[src/rtl/sevenseg_mux_n.sv]
// -----------------------------------------------------------------------------
// sevenseg_mux_n
//
// Multiplexed N-digit 7-segment display driver with decimal points.
// One digit is selected per time slot and a full frame visits every digit once.
// Each slot starts with a short blank interval to prevent ghosting. A PWM window
// of programmable length follows, and the selected digit may light only inside
// that window. Inputs are copied into shadow registers once per frame, so a
// frame always shows one consistent picture. Every output is registered.
//
// Ports:
//   clk          system clock
//   rst_n        asynchronous active-low reset
//   seg_data     4*NUM_DIGITS hex nibbles, [3:0] = digit 0 (rightmost)
//   dp_in        decimal point per digit, 1 = on
//   digit_en     per-digit enable, 1 = displayed
//   brightness   PWM duty level, 0 = dimmest non-zero, all-ones = full
//   seg_cathode  {g,f,e,d,c,b,a}, polarity set by SEG_ACTIVE_LOW
//   seg_dp       decimal point, polarity set by SEG_ACTIVE_LOW
//   seg_anode    one-hot digit select, polarity set by ANODE_ACTIVE_LOW
//   frame_start  one-cycle pulse in the cycle after the shadow registers load
// -----------------------------------------------------------------------------
module sevenseg_mux_n #(
  parameter int CLK_FREQ_HZ      = 100_000_000,
  parameter int REFRESH_RATE_HZ  = 1000,
  parameter int NUM_DIGITS       = 8,
  parameter int BRIGHT_BITS      = 4,
  parameter int GHOST_CYCLES     = 16,
  parameter int ANODE_ACTIVE_LOW = 1,
  parameter int SEG_ACTIVE_LOW   = 1
) (
  input  logic                      clk,
  input  logic                      rst_n,
  input  logic [4*NUM_DIGITS-1:0]   seg_data,
  input  logic [NUM_DIGITS-1:0]     dp_in,
  input  logic [NUM_DIGITS-1:0]     digit_en,
  input  logic [BRIGHT_BITS-1:0]    brightness,
  output logic [6:0]                seg_cathode,
  output logic                      seg_dp,
  output logic [NUM_DIGITS-1:0]     seg_anode,
  output logic                      frame_start
);

  // ---------------------------------------------------------------------------
  // Derived timing constants
  // ---------------------------------------------------------------------------
  localparam int SLOT = CLK_FREQ_HZ / (REFRESH_RATE_HZ * NUM_DIGITS);
  localparam int W    = SLOT - GHOST_CYCLES;
  localparam int CW   = (SLOT > 2) ? $clog2(SLOT) : 1;
  localparam int DW   = (NUM_DIGITS > 2) ? $clog2(NUM_DIGITS) : 1;

  localparam logic [CW-1:0]         SLOT_LAST  = CW'(SLOT - 1);
  localparam logic [DW-1:0]         DIGIT_LAST = DW'(NUM_DIGITS - 1);
  localparam logic [31:0]           GHOST_U    = 32'(GHOST_CYCLES);
  localparam logic [47:0]           W_U        = 48'(W);
  localparam logic [NUM_DIGITS-1:0] ANODE_ONE  = NUM_DIGITS'(1);

  // Off levels. The active-high internal value is XORed with these, so the same
  // constant also serves as the reset and blank level.
  localparam logic [NUM_DIGITS-1:0] ANODE_OFF = {NUM_DIGITS{1'(ANODE_ACTIVE_LOW != 0)}};
  localparam logic [6:0]            SEG_OFF   = {7{1'(SEG_ACTIVE_LOW != 0)}};
  localparam logic                  DP_OFF    = 1'(SEG_ACTIVE_LOW != 0);

  // ---------------------------------------------------------------------------
  // Elaboration-time parameter checks
  // ---------------------------------------------------------------------------
  if ((NUM_DIGITS < 2) || (NUM_DIGITS > 16)) begin : g_bad_digits
    $error("sevenseg_mux_n: NUM_DIGITS must be in 2..16");
  end

  if (W < (1 << BRIGHT_BITS)) begin : g_bad_window
    $error("sevenseg_mux_n: slot too short for GHOST_CYCLES plus 2**BRIGHT_BITS PWM steps");
  end

  if ((ANODE_ACTIVE_LOW != 0 && ANODE_ACTIVE_LOW != 1) ||
      (SEG_ACTIVE_LOW != 0 && SEG_ACTIVE_LOW != 1)) begin : g_bad_polarity
    $error("sevenseg_mux_n: polarity parameters must be 0 or 1");
  end

  // ---------------------------------------------------------------------------
  // Hex nibble to active-high segment pattern {g,f,e,d,c,b,a}
  // ---------------------------------------------------------------------------
  function automatic logic [6:0] hex7(input logic [3:0] nib);
    logic [6:0] seg;
    case (nib)
      4'h0:    seg = 7'b0111111;
      4'h1:    seg = 7'b0000110;
      4'h2:    seg = 7'b1011011;
      4'h3:    seg = 7'b1001111;
      4'h4:    seg = 7'b1100110;
      4'h5:    seg = 7'b1101101;
      4'h6:    seg = 7'b1111101;
      4'h7:    seg = 7'b0000111;
      4'h8:    seg = 7'b1111111;
      4'h9:    seg = 7'b1101111;
      4'hA:    seg = 7'b1110111;
      4'hB:    seg = 7'b1111100;
      4'hC:    seg = 7'b0111001;
      4'hD:    seg = 7'b1011110;
      4'hE:    seg = 7'b1111001;
      4'hF:    seg = 7'b1110001;
      default: seg = 7'b0000000;
    endcase
    return seg;
  endfunction

  // ---------------------------------------------------------------------------
  // State
  // ---------------------------------------------------------------------------
  logic [CW-1:0]           slot_cnt_q,     slot_cnt_d;
  logic [DW-1:0]           digit_sel_q,    digit_sel_d;
  logic                    load_pending_q;
  logic [4*NUM_DIGITS-1:0] sh_data_q,      sh_data_d;
  logic [NUM_DIGITS-1:0]   sh_dp_q,        sh_dp_d;
  logic [NUM_DIGITS-1:0]   sh_en_q,        sh_en_d;
  logic [CW-1:0]           on_len_q,       on_len_d;
  logic                    frame_start_q,  frame_start_d;
  logic [NUM_DIGITS-1:0]   anode_q,        anode_d;
  logic [6:0]              cathode_q,      cathode_d;
  logic                    dp_q,           dp_d;

  logic                    slot_wrap_s;
  logic                    frame_load_s;
  logic [47:0]             on_len_prod_s;
  logic [47:0]             on_len_calc_s;
  logic [31:0]             slot_ext_s;
  logic                    in_window_s;
  logic                    lit_s;
  logic [3:0]              nib_s;

  // Slot wrap and frame boundary detection
  always_comb begin
    slot_wrap_s  = (slot_cnt_q == SLOT_LAST);
    frame_load_s = load_pending_q | (slot_wrap_s & (digit_sel_q == DIGIT_LAST));
  end

  // Slot and digit counters. They hold during the forced load after reset, so
  // the first frame_start is followed by a complete frame that starts at digit 0.
  always_comb begin
    slot_cnt_d  = slot_cnt_q;
    digit_sel_d = digit_sel_q;
    if (load_pending_q) begin
      slot_cnt_d  = slot_cnt_q;
      digit_sel_d = digit_sel_q;
    end else if (slot_wrap_s) begin
      slot_cnt_d = {CW{1'b0}};
      if (digit_sel_q == DIGIT_LAST) begin
        digit_sel_d = {DW{1'b0}};
      end else begin
        digit_sel_d = digit_sel_q + DW'(1);
      end
    end else begin
      slot_cnt_d = slot_cnt_q + CW'(1);
    end
  end

  // Shadow capture and PWM window length. The brightness is kept only as the
  // derived on_len, because that is the only form the display path uses.
  always_comb begin
    on_len_prod_s = W_U * (48'(brightness) + 48'd1);
    on_len_calc_s = on_len_prod_s >> BRIGHT_BITS;
    sh_data_d     = sh_data_q;
    sh_dp_d       = sh_dp_q;
    sh_en_d       = sh_en_q;
    on_len_d      = on_len_q;
    frame_start_d = frame_load_s;
    if (frame_load_s) begin
      sh_data_d = seg_data;
      sh_dp_d   = dp_in;
      sh_en_d   = digit_en;
      on_len_d  = CW'(on_len_calc_s);
    end else begin
      sh_data_d = sh_data_q;
      sh_dp_d   = sh_dp_q;
      sh_en_d   = sh_en_q;
      on_len_d  = on_len_q;
    end
  end

  // Lit decision and output pattern, computed from the current counter state
  always_comb begin
    slot_ext_s  = 32'(slot_cnt_q);
    in_window_s = (slot_ext_s >= GHOST_U) && (slot_ext_s < (GHOST_U + 32'(on_len_q)));
    lit_s       = sh_en_q[digit_sel_q] & in_window_s;
    nib_s       = sh_data_q[{digit_sel_q, 2'b00} +: 4];
    if (lit_s) begin
      anode_d   = (ANODE_ONE << digit_sel_q) ^ ANODE_OFF;
      cathode_d = hex7(nib_s) ^ SEG_OFF;
      dp_d      = sh_dp_q[digit_sel_q] ^ DP_OFF;
    end else begin
      anode_d   = ANODE_OFF;
      cathode_d = SEG_OFF;
      dp_d      = DP_OFF;
    end
  end

  // All state and output registers. Reset drives the outputs straight to their
  // off levels without waiting for a clock edge.
  always_ff @(posedge clk or negedge rst_n) begin
    if (!rst_n) begin
      slot_cnt_q     <= {CW{1'b0}};
      digit_sel_q    <= {DW{1'b0}};
      load_pending_q <= 1'b1;
      sh_data_q      <= {(4*NUM_DIGITS){1'b0}};
      sh_dp_q        <= {NUM_DIGITS{1'b0}};
      sh_en_q        <= {NUM_DIGITS{1'b0}};
      on_len_q       <= {CW{1'b0}};
      frame_start_q  <= 1'b0;
      anode_q        <= ANODE_OFF;
      cathode_q      <= SEG_OFF;
      dp_q           <= DP_OFF;
    end else begin
      slot_cnt_q     <= slot_cnt_d;
      digit_sel_q    <= digit_sel_d;
      load_pending_q <= 1'b0;
      sh_data_q      <= sh_data_d;
      sh_dp_q        <= sh_dp_d;
      sh_en_q        <= sh_en_d;
      on_len_q       <= on_len_d;
      frame_start_q  <= frame_start_d;
      anode_q        <= anode_d;
      cathode_q      <= cathode_d;
      dp_q           <= dp_d;
    end
  end

  assign seg_anode   = anode_q;
  assign seg_cathode = cathode_q;
  assign seg_dp      = dp_q;
  assign frame_start = frame_start_q;

endmodule

[config.mk]
export PLATFORM = sky130hd
export DESIGN_NAME = sevenseg_mux_n
export DESIGN_NICKNAME = d
export VERILOG_FILES = /design/src/rtl/sevenseg_mux_n.sv
export SDC_FILE = /design/constraint.sdc
export NUM_CORES = 1
export LEC_CHECK = 0
export ABC_AREA = 0
export CORE_ASPECT_RATIO = 0.75
export CORE_MARGIN = 5
export CORE_UTILIZATION = 55
export DETAILED_ROUTE_END_ITERATION = 10
export GPL_TIMING_DRIVEN = 1
export HOLD_SLACK_MARGIN = 0.1
export PLACE_DENSITY = 0.92
export SLEW_MARGIN = 25
export SYNTH_ARGS = -nofsm -noshare
export SYNTH_HDL_FRONTEND = slang
export SYNTH_SLANG_ARGS = --single-unit
[constraint.sdc]
create_clock -name clk -period 5.2 [get_ports clk]
set_input_delay 1.04 -clock clk [delete_from_list [all_inputs] [get_ports clk]]
set_output_delay 1.04 -clock clk [all_outputs]
set_load 0.01 [all_outputs]
==> metrics.txt <==
Reg2Reg Launch Point on_len_q[10]; Area growth syn-to-layout 20.0%; vias per inst 5.59; run status completed; Slew Limit Fails 0; commonest non-fill, non-tap cell in the layout nand2_1; Netlist cell types 50; Crit. End Element flop; ys async rst share 100%; syn avg cell area 9.43 um^2; first-pass GRT wire length 20000 um; share of cells above drive strength 1 9.52%; Port Buf Inserts 70; hold buffers post-CTS 0; IO Pins 71; hold crit path type reg -> reg; largest net degree at the start of global routing 63; Hold Crit Start sh_en_q[4]; Root Driver clkbuf_16; commonest non-fill, non-tap cells in the layout nand2_1 (190), dfrtp_1 (79), clkdlybuf4s50_1 (69); sequential share of the synthesized area 46.2%; final hold vios 0; CTS buffer count 9; final WL 12000 um; worst hold path stage count 2; Synthesized Nets 655; period utilisation layout 82.3%; Placement Setup Slack 0.615 ns; GRT overflow 0; Worst VDD drop 0.147 mV; r2r setup slk 1.86 ns; Post-synth EDFFs 0; TritonCTS Sinks 96; dpl hpwl 8610 um; largest area contributor in the netlist dfrtp_1; clk_lat worst skew 0.35 ns; vias in the first global route 4302; initial antenna violation count 0; antenna cells 0; CORE AREA 9200 um^2; die extent in y 94.6 um; maximum level of the CTS H-tree 3; wire length per cell 16.1 um; clk_skew 0.00991 ns; Initial Util 57.1%; Final Wtd Congestion 0.932; CTS Buffer Depth 2; Mapped Cells 557; Setup CP Type in -> reg; Mapped Area 5250 um^2; initial drt markers 369; antenna viol nets, final 0; Worst Path Max Fanout 6; DRT Pass-1 Iters 5; Reg-to-Reg End seg_cathode[2]; Hold Path End sh_en_q[4]; Worst EP arrival 4.47 ns; FMAX 0.234 GHz; Final Power 2040 uW; min cycle time layout 4.28 ns; CTS tree yes; final worst slack 0.920 ns; fin cells 748; power per standard cell area 324 nW/um^2; Row Count 30; GRT Total Usage 21.8%; Rel. slew slack 46.8%; final setup fails 0; Ys Warns 0; post-layout util 68.5%; Yosys reg bits 96; Worst-Margin Slew 0.798 ns; Pleak 0.00293 uW; post-route setup TNS 0 ns; setup bufs post-CTS 0; CTS clock-pin slew for the worst setup and hold paths 0.07 ns; placed cells 732; worst reg2reg path depth 12; top cell type's share of synthesized area 37.6%; RSZ-0062 raised after global routing false; total of max-cap violations 0; ys flop type dfrtp_1; Die ar. 11600 um^2; Nets 713; fillers 647; drt drc 0; Critical Path RT 5.39 ns; die width 123 um; routed vias 4181; CP Launch Type input port; post-CTS sizing 0; main area contributors after synthesis dfrtp_1 (38%), nand2_1 (14%), ha_1 (10%), dfstp_2 (8.5%), mux4_2 (4.3%)
==> cell usage after synthesis (2+ instances only) <==
cell type / instances
nand2_1: 190
dfrtp_1: 79
ha_1: 44
nor2_1: 26
nand3_1: 21
o21ai_0: 21
dfstp_2: 17
inv_1: 15
xnor2_1: 15
xor2_1: 14
clkbuf_1: 12
mux4_2: 10
nand4_1: 10
a21oi_1: 8
a21o_1: 7
buf_2: 6
buf_4: 6
nor3_1: 6
mux2i_1: 5
mux2_2: 4
nand2b_1: 4
a21oi_2: 3
a31oi_1: 3
a41oi_1: 2
and3_1: 2
nand4b_1: 2
o31ai_1: 2
==> how the worst max path moves through the flow <==
| stage | from | slack (ns) | to |
|---|---|---|---|
| final | brightness[0] | 0.92 | on_len_q[12] |
| after global placement | brightness[0] | 0.85 | on_len_q[12] |
| after CTS | brightness[0] | 0.96 | on_len_q[12] |
| after detailed placement | brightness[0] | 0.61 | on_len_q[12] |
| after global routing | brightness[0] | 0.58 | on_len_q[12] |
| after floorplan | brightness[0] | 1.52 | on_len_q[12] |
==> per-layer routing <==
layer	share of wire, %	wire (um)	up-vias	global-route usage (%)
met5	0	0	-	0
met4	2.0	240	0	7.92
met3	5.4	649	23	4.25
met2	50	6010	152	36.7
met1	43	5120	2031	28.2
li1	-	-	1975	-
==> where the power goes <==
group / internal (uW) / total (uW) / switching (uW)
combinational: 219 / 468 / 249
sequential: 848 / 935 / 86.5
clock: 335 / 639 / 304
==> through the flow <==
| stage | cell area, um^2 | hold WS, ns |
|---|---|---|
| after detailed placement | 6010 | 0.454 |
| final | 6300 | 0.469 |
| after global placement | 6010 | 0.445 |
| after global routing | 6300 | 0.498 |
| after floorplan | 5250 | 0.433 |
| after CTS | 6290 | 0.471 |
==> worst max-delay path: stages <==
cell and delay (ns):
clkdlybuf4s50_1 0.61, nand3_1 0.13, xor2_1 0.22, inv_1 0.11, ha_1 0.33, ha_1 0.31
ha_1 0.39, a41oi_1 0.28, o21ai_0 0.28, and4_1 0.30, o21ai_0 0.22, xor2_1 0.17
o21ai_0 0.09
==> logic make-up after synthesis <==
family / synth area share [%]
DFF: 46.2
other: 0.0714
adders and majority gates: 10.5
muxes: 6.36
xor gates and xnor gates: 4.84
buffers and inverters: 3.62
AOI/OAI and AO/OA: 6.81
and+or+nand+nor: 21.7
==> sequential cells by signal, indices dropped and copies added, names as in the netlist <==
register and cells:
seg_anode 8, seg_cathode 7, digit_sel_q 3, seg_dp 1
frame_start 1, load_pending_q 1, sh_data_q 32, sh_dp_q 8
slot_cnt_q 14, sh_en_q 8, on_len_q 13
==> area by class of cell <==
class | count | area [um^2] | share of cell area (%)
flip-flops and latches | 96 | 2420 | 38.5
clock inverters | 7 | 62.6 | 0.993
well taps | 128 | 160 | 2.54
repair buffers | 72 | 713 | 11.3
clock buffers | 9 | 225 | 3.57
inverters | 17 | 65.1 | 1.03
multi-input cells | 419 | 2650 | 42.1
(Power assumes the default switching activity.)
